File: src/rtl/gmm_model_writeback_if.sv
`default_nettype none
// +----------------------------------------------------------------------+
// | gmm_model_writeback_if                                               |
// | Record stream sink plus Avalon-MM burst write master bundle.         |
// | Rev 1.0                                                              |
// +----------------------------------------------------------------------+
interface gmm_model_writeback_if #(
  parameter int DATA_W    = 153,
  parameter int MEM_W     = 256,
  parameter int ADDR_W    = 32,
  parameter int BURST_LEN = 16
);
  localparam int c_BC_W = $clog2(BURST_LEN) + 1;

  logic                 snk_valid;
  logic [DATA_W-1:0]    snk_data;
  logic                 snk_ready;
  logic [ADDR_W-1:0]    avm_address;
  logic                 avm_write;
  logic [MEM_W-1:0]     avm_writedata;
  logic [c_BC_W-1:0]    avm_burstcount;
  logic [MEM_W/8-1:0]   avm_byteenable;
  logic                 avm_waitrequest;

  // master: the write-back block (stream sink, memory master)
  modport master (
    input  snk_valid, snk_data, avm_waitrequest,
    output snk_ready, avm_address, avm_write, avm_writedata,
           avm_burstcount, avm_byteenable
  );

  modport slave (
    output snk_valid, snk_data, avm_waitrequest,
    input  snk_ready, avm_address, avm_write, avm_writedata,
           avm_burstcount, avm_byteenable
  );
endinterface
`default_nettype wire

File: src/rtl/gmm_model_writeback.sv
`default_nettype none
// +----------------------------------------------------------------------+
// | gmm_model_writeback                                                  |
// | Buffers per-pixel model records and writes them as Avalon-MM bursts. |
// | Rev 1.0                                                              |
// +----------------------------------------------------------------------+
module gmm_model_writeback #(
  parameter int DATA_W      = 153,
  parameter int MEM_W       = 256,
  parameter int ADDR_W      = 32,
  parameter int BURST_LEN   = 16,
  parameter int FIFO_DEPTH  = 32,
  parameter int FRAME_WORDS = 2073600
) (
  input  logic                 clk,
  input  logic                 rst,
  input  logic [ADDR_W-1:0]    base_addr,
  input  logic                 start,
  output logic                 busy,
  output logic                 frame_done,
  gmm_model_writeback_if.master bus
);
  localparam int c_BC_W    = $clog2(BURST_LEN) + 1;
  localparam int c_PTR_W   = $clog2(FIFO_DEPTH);
  localparam int c_FCNT_W  = c_PTR_W + 1;
  localparam int c_CNT_W   = $clog2(FRAME_WORDS + 1);
  localparam int c_BYTES   = MEM_W / 8;

  typedef enum logic [1:0] {
    S_IDLE  = 2'd0,
    S_FILL  = 2'd1,
    S_BURST = 2'd2,
    S_DONE  = 2'd3
  } state_t;

  state_t               r_state;
  logic [DATA_W-1:0]    r_mem [FIFO_DEPTH];
  logic [c_PTR_W-1:0]   r_wr_ptr;
  logic [c_PTR_W-1:0]   r_rd_ptr;
  logic [c_FCNT_W-1:0]  r_count;
  logic [c_CNT_W-1:0]   r_recv_cnt;
  logic [c_CNT_W-1:0]   r_sent_cnt;
  logic [ADDR_W-1:0]    r_base;
  logic [ADDR_W-1:0]    r_avm_address;
  logic                 r_avm_write;
  logic [c_BC_W-1:0]    r_avm_burstcount;
  logic [c_BC_W-1:0]    r_beats_left;
  logic                 r_busy;
  logic                 r_frame_done;

  logic                 w_snk_ready;
  logic                 w_push;
  logic                 w_pop;
  logic [c_CNT_W-1:0]   w_remain;
  logic [c_BC_W-1:0]    w_len;
  logic                 w_fill_ok;
  logic                 w_start_ok;

  // Ready depends only on registered state, never on avm_waitrequest.
  assign w_snk_ready = r_busy && (r_count < c_FCNT_W'(FIFO_DEPTH)) &&
                       (r_recv_cnt != c_CNT_W'(FRAME_WORDS));
  assign w_push      = bus.snk_valid && w_snk_ready;
  assign w_pop       = r_avm_write && !bus.avm_waitrequest;
  assign w_start_ok  = (r_state == S_IDLE) && start;

  assign w_remain  = c_CNT_W'(FRAME_WORDS) - r_sent_cnt;
  assign w_len     = (w_remain < c_CNT_W'(BURST_LEN)) ? c_BC_W'(w_remain)
                                                      : c_BC_W'(BURST_LEN);
  assign w_fill_ok = 32'(r_count) >= 32'(w_len);

  always_ff @(posedge clk) begin
    if (w_push) begin
      r_mem[r_wr_ptr] <= bus.snk_data;
    end
  end

  always_ff @(posedge clk) begin
    if (!rst || w_start_ok) begin
      r_wr_ptr   <= '0;
      r_rd_ptr   <= '0;
      r_count    <= '0;
      r_recv_cnt <= '0;
    end else begin
      if (w_push) begin
        r_wr_ptr   <= r_wr_ptr + 1'b1;
        r_recv_cnt <= r_recv_cnt + 1'b1;
      end
      if (w_pop) begin
        r_rd_ptr <= r_rd_ptr + 1'b1;
      end
      case ({w_push, w_pop})
        2'b10:   r_count <= r_count + 1'b1;
        2'b01:   r_count <= r_count - 1'b1;
        default: r_count <= r_count;
      endcase
    end
  end

  always_ff @(posedge clk) begin
    if (!rst) begin
      r_state          <= S_IDLE;
      r_base           <= '0;
      r_sent_cnt       <= '0;
      r_avm_address    <= '0;
      r_avm_write      <= 1'b0;
      r_avm_burstcount <= '0;
      r_beats_left     <= '0;
      r_busy           <= 1'b0;
      r_frame_done     <= 1'b0;
    end else begin
      r_frame_done <= 1'b0;
      case (r_state)
        S_IDLE: begin
          if (start) begin
            r_base     <= base_addr;
            r_sent_cnt <= '0;
            r_busy     <= 1'b1;
            r_state    <= S_FILL;
          end
        end
        S_FILL: begin
          // Wait until the whole burst is resident so avm_write never gaps.
          if (w_fill_ok) begin
            r_avm_address    <= r_base + ADDR_W'(r_sent_cnt) * ADDR_W'(c_BYTES);
            r_avm_burstcount <= w_len;
            r_beats_left     <= w_len;
            r_avm_write      <= 1'b1;
            r_state          <= S_BURST;
          end
        end
        S_BURST: begin
          if (w_pop) begin
            r_sent_cnt   <= r_sent_cnt + 1'b1;
            r_beats_left <= r_beats_left - 1'b1;
            if (r_beats_left == c_BC_W'(1)) begin
              r_avm_write <= 1'b0;
              if (r_sent_cnt + 1'b1 == c_CNT_W'(FRAME_WORDS)) begin
                r_frame_done <= 1'b1;
                r_state      <= S_DONE;
              end else begin
                r_state <= S_FILL;
              end
            end
          end
        end
        S_DONE: begin
          r_busy  <= 1'b0;
          r_state <= S_IDLE;
        end
        default: r_state <= S_IDLE;
      endcase
    end
  end

  assign busy               = r_busy;
  assign frame_done         = r_frame_done;
  assign bus.snk_ready      = w_snk_ready;
  assign bus.avm_address    = r_avm_address;
  assign bus.avm_write      = r_avm_write;
  assign bus.avm_burstcount = r_avm_burstcount;
  assign bus.avm_byteenable = '1;

  generate
    if (MEM_W > DATA_W) begin : g_pad
      assign bus.avm_writedata = {{(MEM_W-DATA_W){1'b0}}, r_mem[r_rd_ptr]};
    end else begin : g_nopad
      assign bus.avm_writedata = r_mem[r_rd_ptr];
    end
  endgenerate
endmodule
`default_nettype wire

File: src/flat_wrapper.sv
// flat-port wrapper written by rule: the top's interface ports become plain ports
module gmm_model_writeback_flat 
#(
  parameter int DATA_W      = 153,
  parameter int MEM_W       = 256,
  parameter int ADDR_W      = 32,
  parameter int BURST_LEN   = 16,
  parameter int FIFO_DEPTH  = 32,
  parameter int FRAME_WORDS = 2073600
)
  (clk, rst, base_addr, start, busy, frame_done, bus_snk_valid, bus_snk_data, bus_avm_waitrequest, bus_snk_ready, bus_avm_address, bus_avm_write, bus_avm_writedata, bus_avm_burstcount, bus_avm_byteenable);
  gmm_model_writeback_if #(.DATA_W(DATA_W), .MEM_W(MEM_W), .ADDR_W(ADDR_W), .BURST_LEN(BURST_LEN)) bus_i ();
  input  logic clk;
  input  logic rst;
  input  logic [ADDR_W-1:0] base_addr;
  input  logic start;
  output logic busy;
  output logic frame_done;
  input wire logic [$bits(bus_i.snk_valid)-1:0] bus_snk_valid;
  input wire logic [$bits(bus_i.snk_data)-1:0] bus_snk_data;
  input wire logic [$bits(bus_i.avm_waitrequest)-1:0] bus_avm_waitrequest;
  output wire logic [$bits(bus_i.snk_ready)-1:0] bus_snk_ready;
  output wire logic [$bits(bus_i.avm_address)-1:0] bus_avm_address;
  output wire logic [$bits(bus_i.avm_write)-1:0] bus_avm_write;
  output wire logic [$bits(bus_i.avm_writedata)-1:0] bus_avm_writedata;
  output wire logic [$bits(bus_i.avm_burstcount)-1:0] bus_avm_burstcount;
  output wire logic [$bits(bus_i.avm_byteenable)-1:0] bus_avm_byteenable;
  assign bus_i.snk_valid = bus_snk_valid;
  assign bus_i.snk_data = bus_snk_data;
  assign bus_i.avm_waitrequest = bus_avm_waitrequest;
  assign bus_snk_ready = bus_i.snk_ready;
  assign bus_avm_address = bus_i.avm_address;
  assign bus_avm_write = bus_i.avm_write;
  assign bus_avm_writedata = bus_i.avm_writedata;
  assign bus_avm_burstcount = bus_i.avm_burstcount;
  assign bus_avm_byteenable = bus_i.avm_byteenable;
  gmm_model_writeback #(.DATA_W(DATA_W), .MEM_W(MEM_W), .ADDR_W(ADDR_W), .BURST_LEN(BURST_LEN), .FIFO_DEPTH(FIFO_DEPTH), .FRAME_WORDS(FRAME_WORDS)) u_core (.clk(clk), .rst(rst), .base_addr(base_addr), .start(start), .busy(busy), .frame_done(frame_done), .bus(bus_i));
endmodule
File: config.mk
export PLATFORM = sky130hd
export DESIGN_NAME = gmm_model_writeback_flat
export DESIGN_NICKNAME = d
export VERILOG_FILES = /design/src/rtl/gmm_model_writeback_if.sv /design/src/rtl/gmm_model_writeback.sv /design/src/flat_wrapper.sv
export SDC_FILE = /design/constraint.sdc
export NUM_CORES = 2
export LEC_CHECK = 0
export ABC_CLOCK_PERIOD_IN_PS = 10250
export CAP_MARGIN = 15
export CORE_ASPECT_RATIO = 0.9
export CORE_MARGIN = 3
export CORE_UTILIZATION = 53
export DETAILED_ROUTE_END_ITERATION = 10
export PLACE_DENSITY_LB_ADDON = 0.1
export SYNTH_ARGS = -nofsm -noshare
export SYNTH_HDL_FRONTEND = slang
export SYNTH_MEMORY_MAX_BITS = 65536
export SYNTH_SLANG_ARGS = --single-unit
File: constraint.sdc
create_clock -name clk -period 10.25 [get_ports clk]
set_input_delay 2.05 -clock clk [delete_from_list [all_inputs] [get_ports clk]]
set_output_delay 2.05 -clock clk [all_outputs]
set_load 0.01 [all_outputs]
==> run metrics <==
Gates resized, CTS repair=0; half-perimeter wire length after detailed placement=~230 mm; starting DRC count in detailed routing=11,218; worst slew slack as a fraction of its limit=21.73%; element type at the critical path start=flop; pre-CTS worst setup slack=3.886 ns; clock buffer depth=4; leading area contributor after synthesis=edfxtp_1; GPL Wtd Cong=0.7814; Crit path required time=8.20 ns; pin count of the biggest net entering global routing=about 150; maximum clock skew at final layout=approximately 0.037 ns; first-pass GRT wire length=about 690 mm; highest-count cells in the layout ignoring fill and taps=edfxtp_1 (4,896), mux4_2 (1,530), clkbuf_16 (539), clkdlybuf4s50_1 (383), nand2_1 (164); FF+latch area=~150,000 um^2; cell count after synthesis=8,115; sequential area share after synthesis=77.43%; Netlist Area Pre-Place=roughly 190,000 um^2; Antenna Nets Post-Route=0; number of nets in the layout=9,028; insertion delay of the later-clocked pin in the worst-skew pair=1.02 ns; path category of the worst min-delay check=reg -> reg; count of hold-fix buffers inserted at cts=0; ys flop type=edfxtp_1; library cell used as clock root buffer=clkbuf_16; x dimension of the die=about 640 um; Congestion Overflow GR=0; type of destination of the critical path=primary output; Util after Layout=60.89%; number of H-tree levels=6; Hold Violations, Final=0; WL final=488.9 mm; max-cap viol count=0; P&R area growth vs syn=13.84%; crit path buf inv count=3; starting density of the core=between 50% and 60%; number of synthesized flops with an enable pin=4,896; Max rail drop VDD=0.0001628 V; CP peak stage delay=0.95 ns; number of clock sinks=5,038; commonest non-fill, non-tap cell in the layout=edfxtp_1; antenna violations before repair=just over 60; number of pins exceeding their max-slew limit in the final report=0; fraction of registers with async set/reset=0%; fraction of final layout cells with drive strength greater than 1=28.83%; number of primary I/O pins=519; fillers=24,905; total area of multi-input combinational cells=41,690 um^2; post-layout worst setup margin=2.996 ns; die extent in y=579.3 um; Routed WL per cell=34.75 um; post-CTS setup buffer count=0; Synth area leaders=edfxtp_1 (76%), mux4_2 (18%), dfxtp_1 (1.5%); critical setup path kind=reg -> out; number of global-route vias before repair=91,953; share of the clock period used by the worst path=70.77%; top-area cell type share of the netlist area=75.96%; distinct cell type count of the synthesized netlist=67; DRC violations left=0; CP arrival=approximately 5.2 ns; Port Buf Inserts=383; CTS clk-pin slew, worst paths=0.06 ns; flip-flop and latch count after synthesis=5,038; most frequent CP cell=mux4_2; slowest cell on the critical path=dfxtp_4; number of clock buffers inserted by TritonCTS=522; # setup viols final=0; post-detailed-route via-to-cell ratio=6.418; CP delay by family, top=buffers and inverters; TritonCTS clock tree=built; worst-path cell chain=buf_12 -> buf_4 -> mux4_2 -> mux4_2 -> mux2_2 -> clkdlybuf4s50_1; via count=90,286; overall power of the completed layout=roughly 42 mW; Avg Cell Area, Syn=23.85 um^2; number of warnings issued by yosys=0; number of optimization iterations in the first detailed-route pass=6; placeable core region=361,900 um^2; sum of negative setup slack=0 ns; cell leakage power=66.18 nW; setup repair after global routing missed its margin=false; run status=finished clean; total number of placement rows=roughly 210; Highest Clock Rate=0.1379 GHz; total routing resource utilization after global routing=26.21%; highest fanout seen on the critical path=between 60 and 70; PD cells=190.6 nW/um^2; minimum clock period=7.254 ns; slew at the pin closest to its max-slew limit=between 1 and 1.5 ns; DIE AREA=about 370,000 um^2
## state kept, by name, summed over array words and instances (netlist names), named ones only
| name | flops |
|---|---|
| u_core.r_state | 2 |
| u_core.busy | 1 |
| u_core.r_count | 6 |
| u_core.frame_done | 1 |
| u_core.bus.avm_burstcount | 5 |
| u_core.r_wr_ptr | 5 |
| u_core.bus.avm_write | 1 |
| u_core.r_beats_left | 5 |
| u_core.r_recv_cnt | 21 |
| u_core.r_mem | 4896 |
| u_core.bus.avm_address | 32 |
| u_core.r_sent_cnt | 21 |
| u_core.r_rd_ptr | 5 |
| u_core.r_base | 32 |
## cells by family (layout without fill, tap and decap cells)
group           after synthesis  count (layout)  synth area share (%)
fa+ha+maj                    48              48                0.3180
other cells                   2             156              0.003880
xor+xnor                     61              61                0.2760
compound gates              227             227                0.7053
flops                      5038            5038                 77.43
mux                        1689            1689                 18.72
simple gates                462             462                 1.129
buf+inv                     588            1534                 1.417
## path summary, 6_finish.rpt
path / from / end / slack, ns / depth (start not counted)
max reg2reg: u_core.r_sent_cnt[1]$_SDFFE_PN0P_ / u_core.bus.avm_address[19]$_SDFFE_PN0P_ / 4.57 / 20
max: flop / bus_avm_writedata[97] / 3.00 / 6
min: u_core.bus.avm_address[10]$_SDFFE_PN0P_ / u_core.bus.avm_address[10]$_SDFFE_PN0P_ / 0.46 / 2
min reg2reg: u_core.bus.avm_address[10]$_SDFFE_PN0P_ / u_core.bus.avm_address[10]$_SDFFE_PN0P_ / 0.46 / 2
## per-stage QoR
stage / hold slack (ns) / cells / instance area [um^2]
after global routing: 0.4714 / 14056 / 220300
after detailed placement: 0.4461 / 13113 / 203800
after global placement: 0.4377 / 13113 / 203800
after floorplan: 0.4321 / 8248 / 194100
final: 0.4574 / 14068 / 220400
after CTS: 0.4547 / 14041 / 220200
## power breakdown
group | switching (mW) | leakage (nW) | internal [mW]
combinational | 0.706 | 13.0 | 0.377
sequential | 0.0421 | 45.2 | 22.7
clock | 7.76 | 7.99 | 10.4
## area by class of cell
class                      instances  area share, %
sequential                      5038          68.02
multi-input combinational       2622          18.92
clock buffer                     649          6.331
timing repair buffer             573          2.815
tap                             4853          2.756
clock inverter                   279          1.075
inverter                          33        0.05962
antenna                           21        0.02385
## worst min-delay path, delay by kind of cell, from the launching register on
kind | cells | cell delay [ns]
and+or+nand+nor | 1 | 0.05
DFF | 1 | 0.31
AOI/OAI and AO/OA | 1 | 0.05
## layer usage
metal / vias up / share of wire (%) / global-route usage, %
li1: 35910 / - / -
met1: 49866 / 41 / 37.93
met2: 3775 / 49 / 42.73
met3: 705 / 7.4 / 4.245
met4: 30 / 2.2 / 6.070
met5: - / 0.042 / 0
## synth_stat cells, types with 4 or more instances
library cell / instances
edfxtp_1: 4896
mux4_2: 1530
clkbuf_1: 344
nand2_1: 164
mux2_2: 155
dfxtp_1: 142
buf_4: 139
nor2_1: 125
a21oi_1: 96
buf_1: 63
o21ai_0: 49
ha_1: 46
nand3_1: 44
inv_1: 33
xnor2_1: 31
xor2_1: 30
nand4_1: 23
and3_1: 16
nand2b_1: 13
a21o_1: 12
nor3_1: 12
a211oi_1: 11
a31oi_1: 10
and2_1: 9
o31ai_1: 9
or3_1: 8
buf_2: 7
nor4_1: 6
nand3b_1: 5
nand4b_1: 5
nor3b_1: 5
o211ai_1: 5
or2_2: 5
and4_1: 4
mux2i_1: 4
nor2b_1: 4
o21a_1: 4
o22ai_1: 4
or4_1: 4
Power figures use the tool's default switching activity.
